## config.mk

```make
export PLATFORM = sky130hd
export DESIGN_NAME = block_stream_gen_flat
export DESIGN_NICKNAME = d
export VERILOG_FILES = /design/src/rtl/block_stream_gen_if.sv /design/src/rtl/block_stream_gen.sv /design/src/flat_wrapper.sv
export SDC_FILE = /design/constraint.sdc
export NUM_CORES = 1
export LEC_CHECK = 0
export ABC_AREA = 1
export CAP_MARGIN = 10
export CORE_MARGIN = 5
export CORE_UTILIZATION = 50
export DETAILED_ROUTE_END_ITERATION = 6
export HOLD_SLACK_MARGIN = 0.15
export PLACE_DENSITY = 0.85
export SETUP_SLACK_MARGIN = 0.02
export SYNTH_ARGS = -nofsm -noshare
export SYNTH_HDL_FRONTEND = slang
export SYNTH_SLANG_ARGS = --single-unit
export TNS_END_PERCENT = 5
```

## constraint.sdc

```tcl
create_clock -name sys_clk -period 3.7 [get_ports sys_clk]
set_input_delay 0.37 -clock sys_clk [delete_from_list [all_inputs] [get_ports sys_clk]]
set_output_delay 0.37 -clock sys_clk [all_outputs]
set_load 0.03 [all_outputs]
```

## src/rtl/block_stream_gen_if.sv

```systemverilog
// -----------------------------------------------------------------------------
// block_stream_gen_if
//   Platform descriptor stream between block_stream_gen (master) and the
//   collision/render consumers (slave).
//
//   Handshake: a beat transfers on any sys_clk edge where plat_valid and
//   plat_ready are both high. Once plat_valid is raised it stays high, and
//   plat_idx/plat_x/plat_y/plat_len/plat_last stay unchanged, until that beat
//   transfers. plat_ready may change freely and never depends on plat_valid
//   combinationally.
//
//   Signals:
//     plat_valid  master->slave  beat valid
//     plat_ready  slave->master  consumer accepts beat
//     plat_idx    master->slave  platform index within the layout
//     plat_x      master->slave  platform relative x
//     plat_y      master->slave  platform relative y
//     plat_len    master->slave  platform length
//     plat_last   master->slave  final beat of the layout
// -----------------------------------------------------------------------------
interface block_stream_gen_if #(
  parameter int PHY_WIDTH       = 16,
  parameter int BLOCK_LEN_WIDTH = 4
);
  logic                       plat_valid;
  logic                       plat_ready;
  logic [2:0]                 plat_idx;
  logic [PHY_WIDTH-1:0]       plat_x;
  logic [PHY_WIDTH-1:0]       plat_y;
  logic [BLOCK_LEN_WIDTH-1:0] plat_len;
  logic                       plat_last;

  modport master (
    output plat_valid, plat_idx, plat_x, plat_y, plat_len, plat_last,
    input  plat_ready
  );

  modport slave (
    input  plat_valid, plat_idx, plat_x, plat_y, plat_len, plat_last,
    output plat_ready
  );
endinterface

```

## src/rtl/block_stream_gen.sv

```systemverilog
// -----------------------------------------------------------------------------
// block_stream_gen
//   Tracks the vertical block the camera occupies (one block step per cycle,
//   no divider), maps the block index to a layout type and streams that
//   layout's platform descriptors one per beat over block_stream_gen_if.
//
//   Optional feature macro: BLOCK_MIRROR_EN
//     When defined, streams that start while block_idx is odd output
//     plat_x = BLOCK_WIDTH-1-x_table. When undefined no mirror logic exists.
//
//   Ports:
//     sys_clk         clock
//     sys_rst_n       synchronous active-low reset
//     abs_camera_y    absolute camera y (signed, negative clamps to 0)
//     camera_y        current block index, truncated to CAMERA_WIDTH
//     cur_block_type  (block_idx + TYPE_SEED) mod BLOCK_NUM
//     block_switch    one-cycle pulse per block step
//     switch_up       direction of last step (1 = up), held between steps
//     dbg_streaming   stream FSM state (1 = STREAM, 0 = IDLE)
//     plat            descriptor stream, master side
// -----------------------------------------------------------------------------
module block_stream_gen #(
  parameter int BLOCK_NUM              = 7,
  parameter int PLATFORM_NUM_PER_BLOCK = 7,
  parameter int PHY_WIDTH              = 16,
  parameter int CAMERA_WIDTH           = 6,
  parameter int BLOCK_WIDTH            = 480,
  parameter int BLOCK_LEN_WIDTH        = 4,
  parameter int TYPE_SEED              = 11
) (
  input  logic                        sys_clk,
  input  logic                        sys_rst_n,
  input  logic signed [PHY_WIDTH:0]   abs_camera_y,
  output logic [CAMERA_WIDTH-1:0]     camera_y,
  output logic [3:0]                  cur_block_type,
  output logic                        block_switch,
  output logic                        switch_up,
  output logic                        dbg_streaming,
  block_stream_gen_if.master          plat
);

  localparam logic [3:0] TYPE_RESET = 4'(TYPE_SEED % BLOCK_NUM);
  localparam logic [3:0] TYPE_MAX   = 4'(BLOCK_NUM - 1);
  localparam logic [2:0] LAST_IDX   = 3'(PLATFORM_NUM_PER_BLOCK - 1);
  localparam logic [PHY_WIDTH:0] BASE_STEP = (PHY_WIDTH+1)'(BLOCK_WIDTH);

  // Layout table: rows 0-6 are the layout types, row 7 is the default layout.
  // Column 7 is padding so a 3-bit index always lands inside the row.
  localparam int X_TAB [0:7][0:7] = '{
    '{ 40, 120, 200, 280, 360, 100, 300, 0},
    '{ 60, 160, 260, 360,  80, 180, 280, 0},
    '{100, 220, 340,  60, 180, 300, 400, 0},
    '{ 20, 140, 260, 380, 200,  80, 320, 0},
    '{240, 120, 360,  60, 300, 180, 400, 0},
    '{230,  90, 330, 150, 390,  30, 270, 0},
    '{ 50, 170, 290, 410, 110, 230, 350, 0},
    '{240, 240, 240, 240, 240, 240, 240, 0}
  };
  localparam int Y_TAB [0:7][0:7] = '{
    '{ 20,  80, 140, 200, 260, 320, 400, 0},
    '{ 30,  90, 150, 210, 270, 330, 410, 0},
    '{ 25,  85, 145, 205, 265, 325, 405, 0},
    '{ 35,  95, 155, 215, 275, 335, 415, 0},
    '{ 20,  80, 140, 200, 260, 320, 400, 0},
    '{ 30,  90, 150, 210, 270, 330, 410, 0},
    '{ 40, 100, 160, 220, 280, 340, 420, 0},
    '{  0,  70, 140, 210, 280, 350, 420, 0}
  };
  localparam int L_TAB [0:7][0:7] = '{
    '{  8,   6,  10,   5,   7,   9,   4, 0},
    '{  6,   8,   5,  10,   7,   6,   9, 0},
    '{  9,   5,   7,   8,   6,  10,   5, 0},
    '{  7,   9,   6,   8,  10,   5,   6, 0},
    '{ 10,   6,   8,   7,   5,   9,   6, 0},
    '{  7,   8,   6,   9,   5,  10,   7, 0},
    '{  5,   7,   9,   6,   8,  10,   4, 0},
    '{  8,   8,   8,   8,   8,   8,   8, 0}
  };

  // ---------------------------------------------------------------------------
  // Block tracker
  // ---------------------------------------------------------------------------
  logic [PHY_WIDTH-1:0] y_pos;
  logic [PHY_WIDTH:0]   block_base;   // one extra bit so base+BLOCK_WIDTH never wraps
  logic [PHY_WIDTH:0]   base_hi;
  logic [PHY_WIDTH-1:0] block_idx;
  logic [3:0]           type_cnt;
  logic                 step_up;
  logic                 step_dn;

  always_comb begin
    y_pos   = abs_camera_y[PHY_WIDTH] ? '0 : abs_camera_y[PHY_WIDTH-1:0];
    base_hi = block_base + BASE_STEP;
    step_up = {1'b0, y_pos} >= base_hi;
    step_dn = {1'b0, y_pos} < block_base;
  end

  always_ff @(posedge sys_clk) begin
    if (!sys_rst_n) begin
      block_idx    <= '0;
      block_base   <= '0;
      type_cnt     <= TYPE_RESET;
      block_switch <= 1'b0;
      switch_up    <= 1'b0;
    end else if (step_up) begin
      block_idx    <= block_idx + PHY_WIDTH'(1);
      block_base   <= base_hi;
      type_cnt     <= (type_cnt == TYPE_MAX) ? 4'd0 : type_cnt + 4'd1;
      block_switch <= 1'b1;
      switch_up    <= 1'b1;
    end else if (step_dn) begin
      block_idx    <= block_idx - PHY_WIDTH'(1);
      block_base   <= block_base - BASE_STEP;
      type_cnt     <= (type_cnt == 4'd0) ? TYPE_MAX : type_cnt - 4'd1;
      block_switch <= 1'b1;
      switch_up    <= 1'b0;
    end else begin
      block_switch <= 1'b0;
    end
  end

  assign camera_y       = block_idx[CAMERA_WIDTH-1:0];
  assign cur_block_type = type_cnt;

  // ---------------------------------------------------------------------------
  // Stream FSM
  // ---------------------------------------------------------------------------
  typedef enum logic {S_IDLE, S_STREAM} state_t;

  state_t     state;
  logic       restart_pending;
  logic [3:0] stream_type;
`ifdef BLOCK_MIRROR_EN
  logic       stream_odd;
`endif

  // A pulse arriving this cycle counts as pending so it is never lost.
  logic                       pending_eff;
  logic                       hs;
  logic                       load_en;
  logic                       load_start;
  logic [2:0]                 load_idx;
  logic [3:0]                 lk_type;
  logic [2:0]                 lk_sel;
  logic [PHY_WIDTH-1:0]       lk_x;
  logic [PHY_WIDTH-1:0]       lk_y;
  logic [BLOCK_LEN_WIDTH-1:0] lk_len;

  always_comb begin
    pending_eff = restart_pending | block_switch;
    hs          = plat.plat_valid & plat.plat_ready;
    load_en     = 1'b0;
    load_start  = 1'b0;
    load_idx    = 3'd0;
    case (state)
      S_IDLE: begin
        if (pending_eff) begin
          load_en    = 1'b1;
          load_start = 1'b1;
        end
      end
      S_STREAM: begin
        if (hs) begin
          if (pending_eff) begin
            load_en    = 1'b1;
            load_start = 1'b1;
          end else if (!plat.plat_last) begin
            load_en  = 1'b1;
            load_idx = plat.plat_idx + 3'd1;
          end
        end
      end
      default: ;
    endcase

    lk_type = load_start ? cur_block_type : stream_type;
    lk_sel  = (lk_type < 4'(BLOCK_NUM)) ? lk_type[2:0] : 3'd7;
    lk_x    = PHY_WIDTH'(X_TAB[lk_sel][load_idx]);
    lk_y    = PHY_WIDTH'(Y_TAB[lk_sel][load_idx]);
    lk_len  = BLOCK_LEN_WIDTH'(L_TAB[lk_sel][load_idx]);
`ifdef BLOCK_MIRROR_EN
    // Parity comes from the live index at stream start, latched afterwards.
    if (load_start ? block_idx[0] : stream_odd)
      lk_x = PHY_WIDTH'(BLOCK_WIDTH - 1) - lk_x;
`endif
  end

  always_ff @(posedge sys_clk) begin
    if (!sys_rst_n) begin
      state           <= S_IDLE;
      restart_pending <= 1'b1;
      stream_type     <= '0;
      plat.plat_valid <= 1'b0;
      plat.plat_idx   <= '0;
      plat.plat_x     <= '0;
      plat.plat_y     <= '0;
      plat.plat_len   <= '0;
      plat.plat_last  <= 1'b0;
`ifdef BLOCK_MIRROR_EN
      stream_odd      <= 1'b0;
`endif
    end else begin
      restart_pending <= pending_eff & ~load_start;

      case (state)
        S_IDLE: begin
          if (load_start) begin
            state           <= S_STREAM;
            plat.plat_valid <= 1'b1;
          end
        end
        S_STREAM: begin
          if (hs && !pending_eff && plat.plat_last) begin
            state           <= S_IDLE;
            plat.plat_valid <= 1'b0;
          end
        end
        default: state <= S_IDLE;
      endcase

      if (load_start) begin
        stream_type <= cur_block_type;
`ifdef BLOCK_MIRROR_EN
        stream_odd  <= block_idx[0];
`endif
      end

      if (load_en) begin
        plat.plat_idx  <= load_idx;
        plat.plat_x    <= lk_x;
        plat.plat_y    <= lk_y;
        plat.plat_len  <= lk_len;
        plat.plat_last <= (load_idx == LAST_IDX);
      end
    end
  end

  assign dbg_streaming = (state == S_STREAM);

endmodule
```

## src/flat_wrapper.sv

```systemverilog
// flat-port wrapper written by rule: the top's interface ports become plain ports
module block_stream_gen_flat 
#(
  parameter int BLOCK_NUM              = 7,
  parameter int PLATFORM_NUM_PER_BLOCK = 7,
  parameter int PHY_WIDTH              = 16,
  parameter int CAMERA_WIDTH           = 6,
  parameter int BLOCK_WIDTH            = 480,
  parameter int BLOCK_LEN_WIDTH        = 4,
  parameter int TYPE_SEED              = 11
)
  (sys_clk, sys_rst_n, abs_camera_y, camera_y, cur_block_type, block_switch, switch_up, dbg_streaming, plat_plat_valid, plat_plat_idx, plat_plat_x, plat_plat_y, plat_plat_len, plat_plat_last, plat_plat_ready);
  block_stream_gen_if #(.PHY_WIDTH(PHY_WIDTH), .BLOCK_LEN_WIDTH(BLOCK_LEN_WIDTH)) plat_i ();
  input  logic sys_clk;
  input  logic sys_rst_n;
  input  logic signed [PHY_WIDTH:0] abs_camera_y;
  output logic [CAMERA_WIDTH-1:0] camera_y;
  output logic [3:0] cur_block_type;
  output logic block_switch;
  output logic switch_up;
  output logic dbg_streaming;
  output wire logic [$bits(plat_i.plat_valid)-1:0] plat_plat_valid;
  output wire logic [$bits(plat_i.plat_idx)-1:0] plat_plat_idx;
  output wire logic [$bits(plat_i.plat_x)-1:0] plat_plat_x;
  output wire logic [$bits(plat_i.plat_y)-1:0] plat_plat_y;
  output wire logic [$bits(plat_i.plat_len)-1:0] plat_plat_len;
  output wire logic [$bits(plat_i.plat_last)-1:0] plat_plat_last;
  input wire logic [$bits(plat_i.plat_ready)-1:0] plat_plat_ready;
  assign plat_plat_valid = plat_i.plat_valid;
  assign plat_plat_idx = plat_i.plat_idx;
  assign plat_plat_x = plat_i.plat_x;
  assign plat_plat_y = plat_i.plat_y;
  assign plat_plat_len = plat_i.plat_len;
  assign plat_plat_last = plat_i.plat_last;
  assign plat_i.plat_ready = plat_plat_ready;
  block_stream_gen #(.BLOCK_NUM(BLOCK_NUM), .PLATFORM_NUM_PER_BLOCK(PLATFORM_NUM_PER_BLOCK), .PHY_WIDTH(PHY_WIDTH), .CAMERA_WIDTH(CAMERA_WIDTH), .BLOCK_WIDTH(BLOCK_WIDTH), .BLOCK_LEN_WIDTH(BLOCK_LEN_WIDTH), .TYPE_SEED(TYPE_SEED)) u_core (.sys_clk(sys_clk), .sys_rst_n(sys_rst_n), .abs_camera_y(abs_camera_y), .camera_y(camera_y), .cur_block_type(cur_block_type), .block_switch(block_switch), .switch_up(switch_up), .dbg_streaming(dbg_streaming), .plat(plat_i));
endmodule
```

==> results of run 1 <==
-- layout by cell type, fill, tap and decap left out, types with 2 or more instances in the layout --
master,count
o211ai_1,6
a211oi_1,2
inv_2,4
nand3_1,39
clkbuf_8,6
dfxtp_1,54
ha_1,47
o21ai_0,56
nand4_1,5
a21oi_1,53
nor3_1,3
clkdlybuf4s50_1,58
a31oi_1,6
nand2_1,201
buf_4,11
nand2_2,16
o21ai_1,19
nand3_2,2
nor2_2,7
dfxtp_2,2
o21ai_2,5
nor2_4,2
nor2_1,77
xnor2_1,3
nand2_4,3
xor2_1,17
conb_1,15
inv_1,90
nand3b_1,3
-- logic make-up after synthesis --
| kind of cell | count (synthesis) |
|---|---|
| other | 1 |
| AND/OR/NAND/NOR | 361 |
| buffers and inverters | 136 |
| XOR/XNOR | 20 |
| adder cells (fa/ha/maj) | 49 |
| flip-flops | 56 |
| AO/OA/AOI/OAI | 156 |
-- routing by layer --
layer / share of wire [%] / GRT usage [%] / vias to the layer above
li1: - / - / 2578
met1: 45 / 33.45 / 2354
met2: 45 / 37.93 / 212
met3: 7.8 / 4.404 / 32
met4: 2.3 / 6.857 / 0
met5: 0 / 0 / -
-- power by group through the flow --
| stage | Sequential [mW] | Clock (mW) | Combinational (mW) |
|---|---|---|---|
| after floorplan | 1.15 | 0 | 2.03 |
| after global placement | 0.964 | 0 | 2.99 |
| after detailed placement | 0.967 | 0 | 3.01 |
| after CTS | 0.954 | 0.371 | 3.02 |
| after global routing | 0.989 | 0.393 | 3.45 |
| final | 0.963 | 0.368 | 3.09 |
-- cell type report --
class,instances,area [µm²],area share (%)
Sequential cell,56,1124,19.74
Timing Repair Buffer,69,663.1,11.65
Clock inverter,1,7.507,0.1319
Inverter,96,365.4,6.418
Tap cell,133,166.4,2.923
Clock buffer,7,86.33,1.516
Multi-Input combinational cell,601,3281,57.63
-- per-stage QoR --
| stage | area (µm²) | std cells |
|---|---|---|
| 6_report | 5693 | 963 |
| 4_1_cts | 5657 | 963 |
| 2_1_floorplan | 5009 | 793 |
| 3_5_place_dp | 5563 | 955 |
| 5_1_grt | 5693 | 963 |
| 3_3_place_gp | 5563 | 955 |
-- timing repair --
item / CTS / global route
endpoints found under the hold margin: 0 / 0
gates resized for setup: 0 / 8
hold buffers: 0 / 0
endpoints found under the setup margin: 0 / 2
-- state kept, by name, indices dropped and copies added (netlist names), 3 cells and up --
name and cells:
u_core.block_base 12, u_core.block_idx 6, u_core.cur_block_type 4, u_core.plat.plat_idx 3, u_core.plat.plat_len 4, u_core.plat.plat_x 8, u_core.plat.plat_y 9, u_core.stream_type 4
-- worst min-delay path by stage --
stage	cells past startpoint	slack, ns	end	start
finish	1	0.45	u_core.block_base[5]	u_core.block_base[5]
global route	1	0.47	u_core.block_base[5]	u_core.block_base[5]
CTS	2	0.47	u_core.plat.plat_y[0]	u_core.plat.plat_y[0]
floorplan	2	0.46	u_core.block_base[12]	u_core.block_base[12]
global placement	1	0.46	u_core.block_base[5]	u_core.block_base[5]
detailed placement	2	0.46	u_core.plat.plat_y[0]	u_core.plat.plat_y[0]
-- critical path, stage by stage, from the launching register on --
cell and delay [ns]:
dfxtp_2 0.38, inv_1 0.09, ha_1 0.22, nand3_1 0.12, nand2_1 0.08, nor2_2 0.14, xor2_1 0.23, ha_1 0.27
nand2_1 0.08, o21a_1 0.12, nand2_1 0.05, nand2_1 0.05, nand2_1 0.04, nand2_1 0.07, nand2_2 0.08, nand2_4 0.14
ha_4 0.23, a21oi_1 0.16, nand2_1 0.10, a21oi_1 0.14, nor2_1 0.05, nor2_1 0.11, nand3_1 0.11, a21oi_1 0.16
nor2_1 0.06
==> flow_summary.toml, run 1 <==
[sta]
tightestPinTransition_ns = 0.6710
period_minus_slack_ns = 3.393
finalMaxSlewViolations = 0
fin_skew_ns = 0.008569
finalHoldViolCount = 0
max_slew_margin_pct = 55.10
fmax_mhz = 294.8
grt_setup_unrepaired = "false"
whs_ns = 0.4468
fin_crit_sh_pct = 91.69
setup_ws_ns = 0.3074
setup_viol = 0
fin_tns_setup_ns = 0

[yosys]
muxShareOfSynthArea_pct = 0
synth_adder_area_share_pct = 12.52
synth_top_family_by_area = "simple AND/OR/NAND/NOR gates"
synth-edff-count = 0
synthTopCellsByArea = "dfxtp_1 23%, nand2_1 15%, ha_1 12%"
yosysMostFrequentCell = "nand2_1"
synth_compound_area_share_pct = 17.22
syn-instance-count = 779
synth-xor-area-share_pct = 3.534
synth.avg_cell_area_um2 = 6.362
yosysWarnings = 0
synth_area_um2 = 4956
ys_ff_latch = 56
ys_top_cells_by_count = "202 x nand2_1, 90 x inv_1, 78 x nor2_1"
synthArstFlopShare_pct = 0
synth_area_leader_cell = "dfxtp_1"
synth-seq-area-share_pct = 22.62
synth_cell_types = 44
synth-simple-area-share_pct = 31.10
synth-main-ff-cell = "dfxtp_1"
synth_top_area_share_pct = 22.62

[clocking]
clk_root_buffer_cell = "clkbuf_8"
cts_sinks = 56
cts_tree = "yes"
clk_pin_slew_ns = 0.11
clk_latency_ns = 0.32
clockBufferDepth = 2
postCtsSetupBuffers = 0
cts.htree.levels = 2
cts_buffers = 5

[placed_design]
dp_hpwl_um = 10990
globalplace.congestion = 1.034
portBuffers = 58
place_ws_ns = 0.01245

[worst_hold_path]
min_path_type = "register to register"

[global_route]
grt_overflow = 0
grt_pass1_vias = 4811
grt_pass1_wl_um = 23160
antenna_found_initial = 0
grt_max_degree = 24
grt_usage_pct = 24.03

[critical_path]
reg2regPathDepth = 24
endpoint = "u_core.block_idx[5]"
startpoint_type = "register"
critPathRequiredTime_ns = 3.93
path_max_fanout = 11
crit_start = "u_core.block_base[6]"
endpoint_kind = "register"
reg2reg_from = "u_core.block_base[6]"
worstReg2RegEnd = "u_core.block_idx[5]"
cp.arrival_ns = 3.62
path_class = "register to register"
rrSetupSlack_ns = 0.31

[floorplanning]
core.rowCount = 36
core_area_um2 = 9729
die_area_um2 = 12000
die_x_um = 109.6
pin_count = 74
die_h_um = 109.6
start_util_pct = 50.94

[detailed_routing]
dr.pass1.iters = 5
final_antenna_net_count = 0
wire_per_inst_um = 14.75
detail_route.iter0.violations = 483
viasPerCell = 5.375
drc = 0
vias = 5176
wl_um = 14210

[final_layout]
n_antenna_cell = 0
fillers = 961
drive_gt1_share_pct = 7.590
utilization_pct = 58.51
layout.nets = 898
syn_to_final_growth_pct = 14.87

[power]
clkPwrFrac_pct = 8.3
p_seq_share_pct = 21.8
internal-power_mw = 2.029
totalPowerFinal_mw = 4.421
max-vdd-ir-drop_mv = 0.4340
pwr-share-comb_pct = 69.9
power.leakage_nw = 2.706
power_density_nw_per_um2 = 776.6
netSwitchingFraction_pct = 54.12
power_switching_mw = 2.393

[run]
cap_violations = 0

[run_status]
status = "completed"
Power figures use the tool's default switching activity.
==> run 2, diff against run 1 <==
Settings changed: RECOVER_POWER from default to 50.
==> flow_summary.toml, run 2 (synthesis gave the netlist of run 1 again) <==
[sta]
fmax_mhz = 293.8
setup_viol = 0
tightestPinTransition_ns = 1.094
fin_crit_sh_pct = 92.00
period_minus_slack_ns = 3.404
finalHoldViolCount = 0
whs_ns = 0.4505
fin_skew_ns = 0.008466
max_slew_margin_pct = 27.10
fin_tns_setup_ns = 0
finalMaxSlewViolations = 0
grt_setup_unrepaired = "false"

[placed_design]
dp_hpwl_um = 10990
globalplace.congestion = 1.034
portBuffers = 58

[final_layout]
mostFrequentLayoutCell = "nand2_1"
layout_common_cells = "201 x nand2_1, 90 x inv_1, 77 x nor2_1"
n_antenna_cell = 0
drive_gt1_share_pct = 7.349
layout.nets = 898
fillers = 965
regMostFlops = "u_core.block_base"
top_regs = "u_core.block_base: 12 flops, u_core.plat.plat_y: 9 flops, u_core.plat.plat_x: 8 flops"
largest_reg_flops = 12
syn_to_final_growth_pct = 14.72

[clocking]
cts_buffers = 5
cts_sinks = 56
clockBufferDepth = 2
clk_latency_ns = 0.32
hold_buffers = 0
clk_pin_slew_ns = 0.11
clk_root_buffer_cell = "clkbuf_8"
cts.htree.levels = 2
cts_tree = "yes"

[global_route]
grt_pass1_vias = 4811
grt_pass1_wl_um = 23160
grt_usage_pct = 24.03
antenna_found_initial = 1
grt_overflow = 0
grt_max_degree = 24

[critical_path]
startpoint_type = "register"
critPathSlowestCell = "dfxtp_2"
cp_slowest_stage_delay_ns = 0.38
path_class = "register to register"
path_max_fanout = 11
crit_start = "u_core.block_base[6]"
critPathRequiredTime_ns = 3.93
reg2reg_from = "u_core.block_base[6]"
cp.arrival_ns = 3.63
endpoint_kind = "register"
cp_common_cell = "nand2_1"

[run]
cap_violations = 0

[run_status]
status = "completed"

[floorplanning]
core.rowCount = 36
die_x_um = 109.6
die_h_um = 109.6
pin_count = 74
start_util_pct = 50.94
core_area_um2 = 9729
die_area_um2 = 12000

[detailed_routing]
wl_met3_um = 1191
drc = 0
viasPerCell = 5.396
met1_length_um = 6418
detail_route.iter0.violations = 403
wl_um = 14250
vias = 5196
final_antenna_net_count = 0
routed.top_layer = "met5"
wire_per_inst_um = 14.80
wl_met2_um = 6328
dr.pass1.iters = 5

[power]
netSwitchingFraction_pct = 54.63
power.leakage_nw = 2.786
clkPwrFrac_pct = 8.4
totalPowerFinal_mw = 4.380
power_switching_mw = 2.393
internal-power_mw = 1.987
pwr-share-comb_pct = 69.8
p_seq_share_pct = 21.9
power_density_nw_per_um2 = 770.5
max-vdd-ir-drop_mv = 0.4267

[worst_hold_path]
min_from = "u_core.block_base[5]"
min_path_type = "register to register"
[run 2: cell count changes in the layout (fill, tap and decap cells not counted), sizes merged]
cell	before	now
buf	11	9
clkbuf	7	9
clkdlybuf4s50	58	20
dlygate4sd3	0	38
[run 2: final timing paths]
| path | end | slack [ns] | depth (start not counted) |
|---|---|---|---|
| max | u_core.block_idx[5] | 0.30 | 25 |
| min | u_core.block_base[5] | 0.45 | 1 |
| max reg2reg | u_core.block_idx[5] | 0.30 | 25 |
| min reg2reg | u_core.block_base[5] | 0.45 | 1 |
[run 2: timing repair]
action / in CTS / in global routing
resized for setup: 0 / 8
endpoints found under the setup margin: 0 / 2
setup buffers: 0 / 0
[run 2: worst max-delay path: cells and delay by family (launching register included)]
family / cells / cell delay (ns)
adder cells (fa/ha/maj): 3 / 0.72
AND/OR/NAND/NOR: 17 / 1.46
AO/OA/AOI/OAI: 3 / 0.42
XOR/XNOR: 1 / 0.23
buffers and inverters: 1 / 0.09
flip-flops: 1 / 0.38
[run 2: power groups by stage]
stage	combinational [mW]	clock [mW]	sequential, mW
floorplan	2.03	0	1.15
global placement	2.99	0	0.964
detailed placement	3.01	0	0.967
CTS	3.02	0.371	0.954
global route	3.41	0.393	0.984
finish	3.06	0.367	0.957
[run 2: final cells by class]
type	instances	area (µm²)	area share [%]
Tap cell	133	166.4	2.927
Multi-Input combinational cell	601	3281	57.70
Inverter	96	365.4	6.426
Clock inverter	1	7.507	0.1320
Timing Repair Buffer	69	655.6	11.53
Sequential cell	56	1124	19.76
Clock buffer	7	86.33	1.518
[run 2: metal layers]
| metal | up-vias | GRT usage [%] |
|---|---|---|
| met5 | - | 0 |
| met4 | 2 | 6.857 |
| met3 | 31 | 4.404 |
| met2 | 235 | 37.93 |
| met1 | 2342 | 33.45 |
| li1 | 2586 | - |
[run 2: per-stage QoR]
stage / cells / worst slack, ns / area (µm²) / util, %
6_report: 963 / 0.2961 / 5685 / 58.44
5_1_grt: 963 / 0.002561 / 5685 / 58.44
4_1_cts: 963 / 0.1558 / 5657 / 58.14
3_5_place_dp: 955 / 0.01245 / 5563 / 57.18
3_3_place_gp: 955 / 0.1487 / 5563 / 57.18
2_1_floorplan: 793 / 0.3207 / 5009 / -
==> run 3, diff against run 2 <==
Settings changed: CORE_ASPECT_RATIO from default to 0.75.
==> flow_summary.toml, run 3 (synthesis gave the netlist of run 1 again) <==
[sta]
fin_skew_ns = 0.002961
finalHoldViolCount = 0
fin_crit_sh_pct = 91.63
fmax_mhz = 295.0
tightestPinTransition_ns = 1.202
max_slew_margin_pct = 19.89
setup_ws_ns = 0.3098
grt_setup_unrepaired = "false"
period_minus_slack_ns = 3.390
fin_tns_setup_ns = 0
finalMaxSlewViolations = 0
setup_viol = 0

[critical_path]
critPathRequiredTime_ns = 3.89
startpoint_type = "register"
path_class = "register to register"
crit_family = "simple AND/OR/NAND/NOR gates"
critPathSlowestCell = "ha_1"
cp_slowest_stage_delay_ns = 0.33
path_max_fanout = 7
endpoint_kind = "register"
cp.arrival_ns = 3.58
cp_num_buf_inv = 2
cp_common_cell = "nand2_1"

[global_route]
grt_pass1_wl_um = 23250
grt_overflow = 0
antenna_found_initial = 0
grt_usage_pct = 23.71
grt_max_degree = 28
grt_pass1_vias = 4559

[floorplanning]
die_x_um = 125.0
core_area_um2 = 9658
core.rowCount = 31
die_h_um = 96.22
start_util_pct = 51.31
die_area_um2 = 12020
pin_count = 74

[clocking]
cts_sinks = 56
cts_tree = "yes"
ctsResizeCount = 0
clk_latency_ns = 0.30
hold_buffers = 0
clockBufferDepth = 2
postCtsSetupBuffers = 0
cts.htree.levels = 2
clk_root_buffer_cell = "clkbuf_16"
cts_buffers = 5
clk_pin_slew_ns = 0.07

[detailed_routing]
viasPerCell = 5.400
detail_route.iter0.violations = 495
drc = 0
vias = 5184
dr.pass1.iters = 7
wl_um = 14500
wire_per_inst_um = 15.10
final_antenna_net_count = 0

[placed_design]
place_ws_ns = 0.07402
portBuffers = 58
globalplace.congestion = 1.017
dp_hpwl_um = 11130
placed_area_um2 = 5562

[final_layout]
layout.nets = 898
fillers = 932
fin_area_um2 = 5737
syn_to_final_growth_pct = 15.75
regMostFlops = "u_core.block_base"
largest_reg_flops = 12
layout_common_cells = "202 x nand2_1, 90 x inv_1, 77 x nor2_1"
utilization_pct = 59.40
drive_gt1_share_pct = 6.884
n_antenna_cell = 0
mostFrequentLayoutCell = "nand2_1"
top_regs = "u_core.block_base: 12 flops, u_core.plat.plat_y: 9 flops, u_core.plat.plat_x: 8 flops"

[run]
cap_violations = 0

[run_status]
status = "completed"

[worst_hold_path]
min_path_type = "register to register"

[power]
max-vdd-ir-drop_mv = 0.4377
power_density_nw_per_um2 = 796.5
totalPowerFinal_mw = 4.569
power.leakage_nw = 2.829
run 3: layout make-up:
type / count / area, µm² / area share (%)
Multi-Input combinational cell: 601 / 3271 / 57.01
Tap cell: 132 / 165.2 / 2.879
Sequential cell: 56 / 1122 / 19.56
Timing Repair Buffer: 69 / 658.1 / 11.47
Clock buffer: 5 / 125.1 / 2.181
Inverter: 96 / 365.4 / 6.369
Clock inverter: 1 / 30.03 / 0.5234
run 3: metal layers:
metal | global-route usage [%] | up-vias | wire, µm
li1 | - | 2590 | -
met1 | 35.54 | 2302 | 6867
met2 | 33.68 | 270 | 5726
met3 | 6.434 | 22 | 1739
met4 | 4.874 | 0 | 164
met5 | 0 | - | 0
run 3: worst paths after layout:
kind / start / to / slack, ns / cells after the start
hold reg to reg: u_core.plat.plat_x[5] / u_core.plat.plat_x[5] / 0.47 / 2
hold / removal: u_core.plat.plat_x[5] / u_core.plat.plat_x[5] / 0.47 / 2
setup reg to reg: u_core.block_base[5] / u_core.block_idx[5] / 0.31 / 26
setup / recovery: u_core.block_base[5] / u_core.block_idx[5] / 0.31 / 26
run 3: worst min-delay path: cells and delay by family (launching register included):
kind | cells | cell delay, ns
compound gates | 1 | 0.05
flops | 1 | 0.31
simple gates | 1 | 0.06
run 3: stage by stage:
stage / instances / hold slack, ns
finish: 960 / 0.4666
detailed placement: 954 / 0.4624
CTS: 960 / 0.4728
floorplan: 793 / 0.4564
global route: 960 / 0.4800
global placement: 954 / 0.4543
run 3: power by group:
part	switching, mW	total, mW	internal [mW]
Combinational	2.06	3.09	1.04
Sequential	0.166	0.951	0.785
Clock	0.212	0.524	0.312
